<file path="src/rtl/tx_ts_queue_ctrl_pkg.sv">
// Shared PTPv2 definitions for the TX timestamp queue: message types,
// tsu_cfg bit positions, FSM states and the queued entry layout.
package tx_ts_queue_ctrl_pkg;

  localparam logic [3:0] MSG_SYNC        = 4'd0;
  localparam logic [3:0] MSG_DELAY_REQ   = 4'd1;
  localparam logic [3:0] MSG_PDELAY_REQ  = 4'd2;
  localparam logic [3:0] MSG_PDELAY_RESP = 4'd3;

  localparam int unsigned CFG_ONE_STEP      = 0;
  localparam int unsigned CFG_TS_IRQ_EN     = 8;
  localparam int unsigned CFG_TS_CAPTURE_EN = 9;

  localparam int unsigned ENTRY_W = 100;

  typedef enum logic [1:0] {
    ST_IDLE     = 2'd0,
    ST_WAIT_CLS = 2'd1,
    ST_PUSH     = 2'd2
  } state_t;

  typedef struct packed {
    logic [47:0] sec;
    logic [31:0] ns;
    logic [15:0] seqid;
    logic [3:0]  msgtype;
  } ts_entry_t;

  // In one-step mode Sync/Pdelay_Resp are stamped on the wire, so only the
  // request messages still need a software-visible egress timestamp.
  function automatic logic is_qualified(input logic [3:0] msgtype, input logic one_step);
    logic q;
    q = 1'b0;
    if (!msgtype[3]) begin
      if (one_step)
        q = (msgtype == MSG_DELAY_REQ) || (msgtype == MSG_PDELAY_REQ);
      else
        q = (msgtype == MSG_SYNC) || (msgtype == MSG_DELAY_REQ) ||
            (msgtype == MSG_PDELAY_REQ) || (msgtype == MSG_PDELAY_RESP);
    end
    return q;
  endfunction

endpackage

</file>
<file path="src/rtl/tx_ts_fifo.sv">
// First-word-fall-through timestamp FIFO with sticky head when empty.
// Full-push policy selected by TX_TS_DROP_OLDEST_EN (overwrite oldest vs drop newest).
module tx_ts_fifo #(
  parameter int unsigned DEPTH = 4,
  parameter int unsigned AW    = 2,
  parameter int unsigned DW    = 100
) (
  input  logic          clk,
  input  logic          rst,
  input  logic          i_push,
  input  logic          i_pop,
  input  logic [DW-1:0] i_wdata,
  output logic [DW-1:0] o_rdata,
  output logic [AW:0]   o_count,
  output logic          o_valid,
  output logic          o_drop
);

  localparam logic [AW:0] FULL_CNT = (AW+1)'(DEPTH);

  logic [DW-1:0] r_mem [DEPTH];
  logic [DW-1:0] r_hold;
  logic [AW-1:0] r_wptr;
  logic [AW-1:0] r_rptr;
  logic [AW:0]   r_count;

  logic w_full;
  logic w_empty;
  logic w_pop;
  logic w_wr;
  logic w_rd;

  assign w_full  = (r_count == FULL_CNT);
  assign w_empty = (r_count == '0);
  assign w_pop   = i_pop & ~w_empty;

`ifdef TX_TS_DROP_OLDEST_EN
  logic w_ovw;
  assign w_ovw  = i_push & w_full & ~w_pop;
  assign w_wr   = i_push;
  assign w_rd   = w_pop | w_ovw;
  assign o_drop = w_ovw;
`else
  assign w_wr   = i_push & (~w_full | w_pop);
  assign w_rd   = w_pop;
  assign o_drop = i_push & w_full & ~w_pop;
`endif

  always_ff @(posedge clk or posedge rst) begin
    if (rst) begin
      for (int unsigned i = 0; i < DEPTH; i++) r_mem[i] <= '0;
      r_wptr  <= '0;
      r_rptr  <= '0;
      r_count <= '0;
      r_hold  <= '0;
    end else begin
      if (w_wr) begin
        r_mem[r_wptr] <= i_wdata;
        r_wptr        <= r_wptr + AW'(1);
      end
      if (w_rd) r_rptr <= r_rptr + AW'(1);
      if (w_wr && !w_rd)      r_count <= r_count + (AW+1)'(1);
      else if (w_rd && !w_wr) r_count <= r_count - (AW+1)'(1);
      // Track the visible head so it stays on the outputs after the last pop.
      if (!w_empty) r_hold <= r_mem[r_rptr];
    end
  end

  assign o_rdata = w_empty ? r_hold : r_mem[r_rptr];
  assign o_count = r_count;
  assign o_valid = ~w_empty;

endmodule

</file>
<file path="src/rtl/tx_ts_queue_ctrl.sv">
// Egress timestamp capture for two-step / Delay_Req PTP event frames:
// SFD latch, parser classification, FIFO push, sticky overflow and IRQ.
// Full-FIFO behaviour selectable with TX_TS_DROP_OLDEST_EN (in tx_ts_fifo).
module tx_ts_queue_ctrl
  import tx_ts_queue_ctrl_pkg::*;
#(
  parameter int unsigned DEPTH = 4,
  parameter int unsigned AW    = 2
) (
  input  logic          tx_clk,
  input  logic          tx_rst,
  input  logic          tx_clk_en_i,
  input  logic          sfd_pulse_i,
  input  logic [47:0]   tx_ts_sec_i,
  input  logic [31:0]   tx_ts_ns_i,
  input  logic          is_ptp_message_i,
  input  logic [3:0]    ptp_messageType_i,
  input  logic [15:0]   ptp_sequenceId_i,
  input  logic          frame_end_i,
  input  logic [31:0]   tsu_cfg_i,
  input  logic          ts_pop_i,
  input  logic          ts_clr_ovf_i,
  output logic          ts_valid_o,
  output logic [47:0]   ts_sec_o,
  output logic [31:0]   ts_ns_o,
  output logic [15:0]   ts_seqid_o,
  output logic [3:0]    ts_msgtype_o,
  output logic [AW:0]   ts_count_o,
  output logic          ts_overflow_o,
  output logic          ts_irq_o
);

  state_t r_state;
  state_t w_state_nxt;

  logic        w_sfd_latch;
  logic        w_cls_latch;
  logic        w_push;
  logic        w_drop;
  logic        w_valid;
  logic        w_capture_en;
  logic        w_one_step;
  logic        w_irq_en;
  logic        w_unused_cfg;

  logic [47:0] r_sec;
  logic [31:0] r_ns;
  logic [15:0] r_seqid;
  logic [3:0]  r_msgtype;

  ts_entry_t   w_wentry;
  ts_entry_t   w_head;

  assign w_one_step   = tsu_cfg_i[CFG_ONE_STEP];
  assign w_irq_en     = tsu_cfg_i[CFG_TS_IRQ_EN];
  assign w_capture_en = tsu_cfg_i[CFG_TS_CAPTURE_EN];
  assign w_unused_cfg = ^{tsu_cfg_i[31:10], tsu_cfg_i[7:1]};

  always_ff @(posedge tx_clk or posedge tx_rst) begin
    if (tx_rst)           r_state <= ST_IDLE;
    else if (tx_clk_en_i) r_state <= w_state_nxt;
  end

  always_comb begin
    w_state_nxt = r_state;
    w_sfd_latch = 1'b0;
    w_cls_latch = 1'b0;
    case (r_state)
      ST_IDLE: begin
        if (sfd_pulse_i && w_capture_en) begin
          w_sfd_latch = 1'b1;
          w_state_nxt = ST_WAIT_CLS;
        end
      end
      ST_WAIT_CLS: begin
        if (is_ptp_message_i) begin
          if (is_qualified(ptp_messageType_i, w_one_step)) begin
            w_cls_latch = 1'b1;
            w_state_nxt = ST_PUSH;
          end else begin
            w_state_nxt = ST_IDLE;
          end
        end else if (frame_end_i) begin
          w_state_nxt = ST_IDLE;
        end else if (sfd_pulse_i && w_capture_en) begin
          w_sfd_latch = 1'b1;
        end
      end
      ST_PUSH:  w_state_nxt = ST_IDLE;
      default:  w_state_nxt = ST_IDLE;
    endcase
  end

  always_ff @(posedge tx_clk or posedge tx_rst) begin
    if (tx_rst) begin
      r_sec     <= '0;
      r_ns      <= '0;
      r_seqid   <= '0;
      r_msgtype <= '0;
    end else if (tx_clk_en_i) begin
      if (w_sfd_latch) begin
        r_sec <= tx_ts_sec_i;
        r_ns  <= tx_ts_ns_i;
      end
      if (w_cls_latch) begin
        r_seqid   <= ptp_sequenceId_i;
        r_msgtype <= ptp_messageType_i;
      end
    end
  end

  assign w_push   = tx_clk_en_i & (r_state == ST_PUSH);
  assign w_wentry = {r_sec, r_ns, r_seqid, r_msgtype};

  tx_ts_fifo #(
    .DEPTH(DEPTH),
    .AW   (AW),
    .DW   (ENTRY_W)
  ) u_fifo (
    .clk     (tx_clk),
    .rst     (tx_rst),
    .i_push  (w_push),
    .i_pop   (ts_pop_i),
    .i_wdata (w_wentry),
    .o_rdata (w_head),
    .o_count (ts_count_o),
    .o_valid (w_valid),
    .o_drop  (w_drop)
  );

  // A drop and a CPU clear in the same cycle leave the flag set.
  always_ff @(posedge tx_clk or posedge tx_rst) begin
    if (tx_rst) begin
      ts_overflow_o <= 1'b0;
      ts_irq_o      <= 1'b0;
    end else begin
      if (w_drop)            ts_overflow_o <= 1'b1;
      else if (ts_clr_ovf_i) ts_overflow_o <= 1'b0;
      ts_irq_o <= w_irq_en & w_valid;
    end
  end

  assign ts_valid_o   = w_valid;
  assign ts_sec_o     = w_head.sec;
  assign ts_ns_o      = w_head.ns;
  assign ts_seqid_o   = w_head.seqid;
  assign ts_msgtype_o = w_head.msgtype;

endmodule

</file>
<file path="config.mk">
export PLATFORM = sky130hd
export DESIGN_NAME = tx_ts_queue_ctrl
export DESIGN_NICKNAME = d
export VERILOG_FILES = /design/src/rtl/tx_ts_queue_ctrl_pkg.sv /design/src/rtl/tx_ts_fifo.sv /design/src/rtl/tx_ts_queue_ctrl.sv
export SDC_FILE = /design/constraint.sdc
export NUM_CORES = 1
export LEC_CHECK = 0
export CORE_MARGIN = 1
export CORE_UTILIZATION = 58
export CTS_CLUSTER_SIZE = 14
export DETAILED_ROUTE_END_ITERATION = 12
export PLACE_DENSITY = 0.8
export SLEW_MARGIN = 20
export SYNTH_ARGS = -nofsm -noshare
export SYNTH_HDL_FRONTEND = slang
export SYNTH_HIERARCHICAL = 1
export SYNTH_SLANG_ARGS = --single-unit
</file>
<file path="constraint.sdc">
create_clock -name tx_clk -period 29.8 [get_ports tx_clk]
set_input_delay 5.96 -clock tx_clk [delete_from_list [all_inputs] [get_ports tx_clk]]
set_output_delay 5.96 -clock tx_clk [all_outputs]
set_load 0.1 [all_outputs]
</file>
==> flow_summary.toml <==
[sta]
timing.fmax_mhz = 95.2
hold_viol = 0
finalCriticalPeriod_ns = 10.50
setup_viol = 0
maxSlewHeadroom_pct = 23.5
timing.final.ws_setup_ns = 19.30
tightest_slew_ns = 1.15
skew_ns = 0.0104
fin_tns_setup_ns = 0
slew_viol_final = 0
rsz0062_at_grt = "no"
period_share_pct = 35.2

[floorplan]
dieArea_um2 = 47900
core_area_um2 = 46500
io_pins = 246
fp.dieH_um = 219
fp-row-count = 79
initial_core_util_pct = 58.7
chipWidth_um = 219

[setup_path]
cp-start-kind = "register"
cp_max_fo = 57
cp_data_arrival_time_ns = 4.54
worstRegToRegCells = 4
crit_buf_inv = 2
cp-startpoint = "u_fifo/r_rptr[0]"
crit_slowest_cell = "dfrtp_4"
cp_cell_sequence = "buf_4 -> mux4_2 -> mux2_2 -> clkdlybuf4s50_1"
r2r_setup_slack_ns = 26.59
crit_type = "register to output pin"
cp.depth = 4
endpoint = "ts_seqid_o[2]"
worstPathRequired_ns = 23.84
crit_path_max_incr_delay_ns = 1.17
worst_path_dominant_cell_family = "buffers and inverters"
timing.rr.end = "u_fifo/r_mem[139]"
crit-reg2reg-launch = "u_fifo/o_count[1]"
critPathCaptureType = "output pin"

[synth]
synth-async-reset-ratio_pct = 100
synth_flop_cell = "dfrtp_1"
avgSynthCellArea_um2 = 18.8
syn_area_um2 = 27300
ys_ff_latch = 611
ys_types = 32
synth-seq-area-share_pct = 56.1
synth_edf_count = 0
syn_inst = 1448
syn_nets = 1594
ys_warn_count = 6

[clocking]
ctsHoldBuffers = 0
cts_sinks = 611
cts_tree = "built"
worstSkewPairLatency_ns = 0.61
cts_inserted_buffers = 61
htreeDepth = 2
cts_setup_buffers = 0
cts_resized = 0
clkSlewWorstSetupHoldPaths_ns = 0.06
cts-root-buf = "clkbuf_16"
clk_path_buf_depth = 3

[power]
power_density_nw_per_um2 = 89.9
sw_frac_of_total_pct = 35.0
total_leakage_power_uw = 0.0158
power.internal_uw = 1830
seq_power_share_pct = 41.9
netSwitchingPower_uw = 984
pwr-share-clk_pct = 26.4
comb_power_share_pct = 31.7
ir_worst_vdd_v = 0.000128

[placed_design]
port_buffers = 216
hpwlAfterDp_mm = 30.3
place_congestion = 0.718
dp_worst_setup_slack_ns = 19.71

[global_route]
antenna_found_initial = 1
grt_pass1_wl_mm = 88.0
grt_start_max_net_pins = 129
track_usage_pct = 23.9
grt-ovfl-total = 0
grt_pass1_vias = 15000

[layout]
final_layout_size_suffix_gt1_share_pct = 48.4
antenna_cells = 0
fin_nets = 1806
syn_to_final_growth_pct = 14.6

[detailed_routing]
wl_met2_mm = 26.3
drt_pass1_iterations = 6
dr.first_iter.drc_count = 802
viasPerCell = 5.74
ant_nets = 0
finalWirelength_mm = 54.8
highest_layer = "met5"
drc_errors = 0
wl_per_cell_um = 23.7
vias = 13300
wl_met3_mm = 2.32
drt-met1-wl_mm = 25.0

[run_status]
status = "completed"

[job]
max-cap-violations = 0

[min_path]
hp-class = "register to register"
==> through the flow <==
step           hold slack (ns)  instances  power, uW  cell area, um2  utilization, %
2_1_floorplan            0.476       1448       1870           27300               -
3_3_place_gp             0.465       2204       2060           29300            63.1
3_5_place_dp             0.476       2204       2090           29300            63.1
4_1_cts                  0.494       2313       2840           31300            67.3
5_1_grt                  0.506       2313       2930           31300            67.3
6_report                 0.491       2313       2810           31300            67.3
==> synthesized netlist by cell type, types with 2 or more instances <==
cell type / n / area [um2]
nor2b_1: 2 / 12.5
nor2_1: 2 / 7.51
buf_2: 29 / 145
mux2_4: 400 / 6010
mux4_2: 100 / 2250
xor2_1: 2 / 17.5
xnor2_1: 5 / 43.8
buf_6: 2 / 22.5
dfrtp_1: 611 / 15300
buf_12: 44 / 881
buf_1: 7 / 26.3
nand2_1: 2 / 7.51
ha_1: 5 / 62.6
mux2_2: 199 / 2240
a21o_1: 2 / 15.0
nand3_2: 4 / 40.0
inv_1: 10 / 37.5
a21oi_1: 2 / 10.0
clkbuf_1: 7 / 26.3
==> per-layer routing <==
layer	up-vias	track usage, %
li1	5694	-
met1	7230	35.0
met2	265	37.0
met3	80	3.76
met4	2	7.36
met5	-	0
==> layout make-up <==
| class | instances | area [um2] |
|---|---|---|
| sequential | 611 | 15300 |
| fill | 3109 | 15200 |
| multi-input combinational | 738 | 10900 |
| timing repair buffer | 238 | 2340 |
| clock buffer | 90 | 1780 |
| tap | 607 | 759 |
| clock inverter | 19 | 164 |
| inverter | 10 | 47.5 |
==> flip-flops by register name (all words and copies together), names as in the netlist, 2 cells and up <==
register / count
u_fifo/r_wptr: 2
r_state: 2
r_ns: 32
u_fifo/r_rptr: 2
r_msgtype: 4
u_fifo/o_count: 3
u_fifo/r_hold: 100
u_fifo/r_mem: 400
r_seqid: 16
r_sec: 48
==> cells by family after synthesis <==
logic type	count (synthesis)	share of synthesized area, %
compound gates	6	0.211
xor+xnor	7	0.225
fa+ha+maj	6	0.303
buf+inv	99	4.17
flops	611	56.1
mux	700	38.5
simple gates	19	0.491
==> power groups by stage <==
stage / clock (uW) / combinational, uW / sequential, uW
finish: 742 / 892 / 1180
global route: 794 / 935 / 1200
CTS: 761 / 903 / 1180
detailed placement: 0 / 900 / 1190
global placement: 0 / 885 / 1170
floorplan: 0 / 734 / 1130
==> worst min path at each step <==
stage / slack (ns) / start / cells after the start / endpoint
6_report: 0.49 / ts_overflow_o / 1 / ts_overflow_o
5_1_grt: 0.51 / ts_overflow_o / 1 / ts_overflow_o
4_1_cts: 0.49 / ts_overflow_o / 1 / ts_overflow_o
3_5_place_dp: 0.48 / ts_overflow_o / 1 / ts_overflow_o
3_3_place_gp: 0.47 / ts_overflow_o / 1 / ts_overflow_o
2_1_floorplan: 0.48 / u_fifo/r_mem[100] / 1 / u_fifo/r_mem[100]
==> layout by cell type, fill, tap and decap left out, types with 4 or more instances in the layout <==
cell / count
nand3_4: 4
clkbuf_1: 15
dfrtp_1: 609
inv_1: 8
mux4_2: 100
ha_1: 5
clkbuf_16: 61
clkinv_2: 11
mux2_2: 199
clkdlybuf4s50_1: 216
buf_4: 19
xnor2_1: 5
clkbuf_8: 14
mux2_4: 400
(Power assumes the default switching activity.)
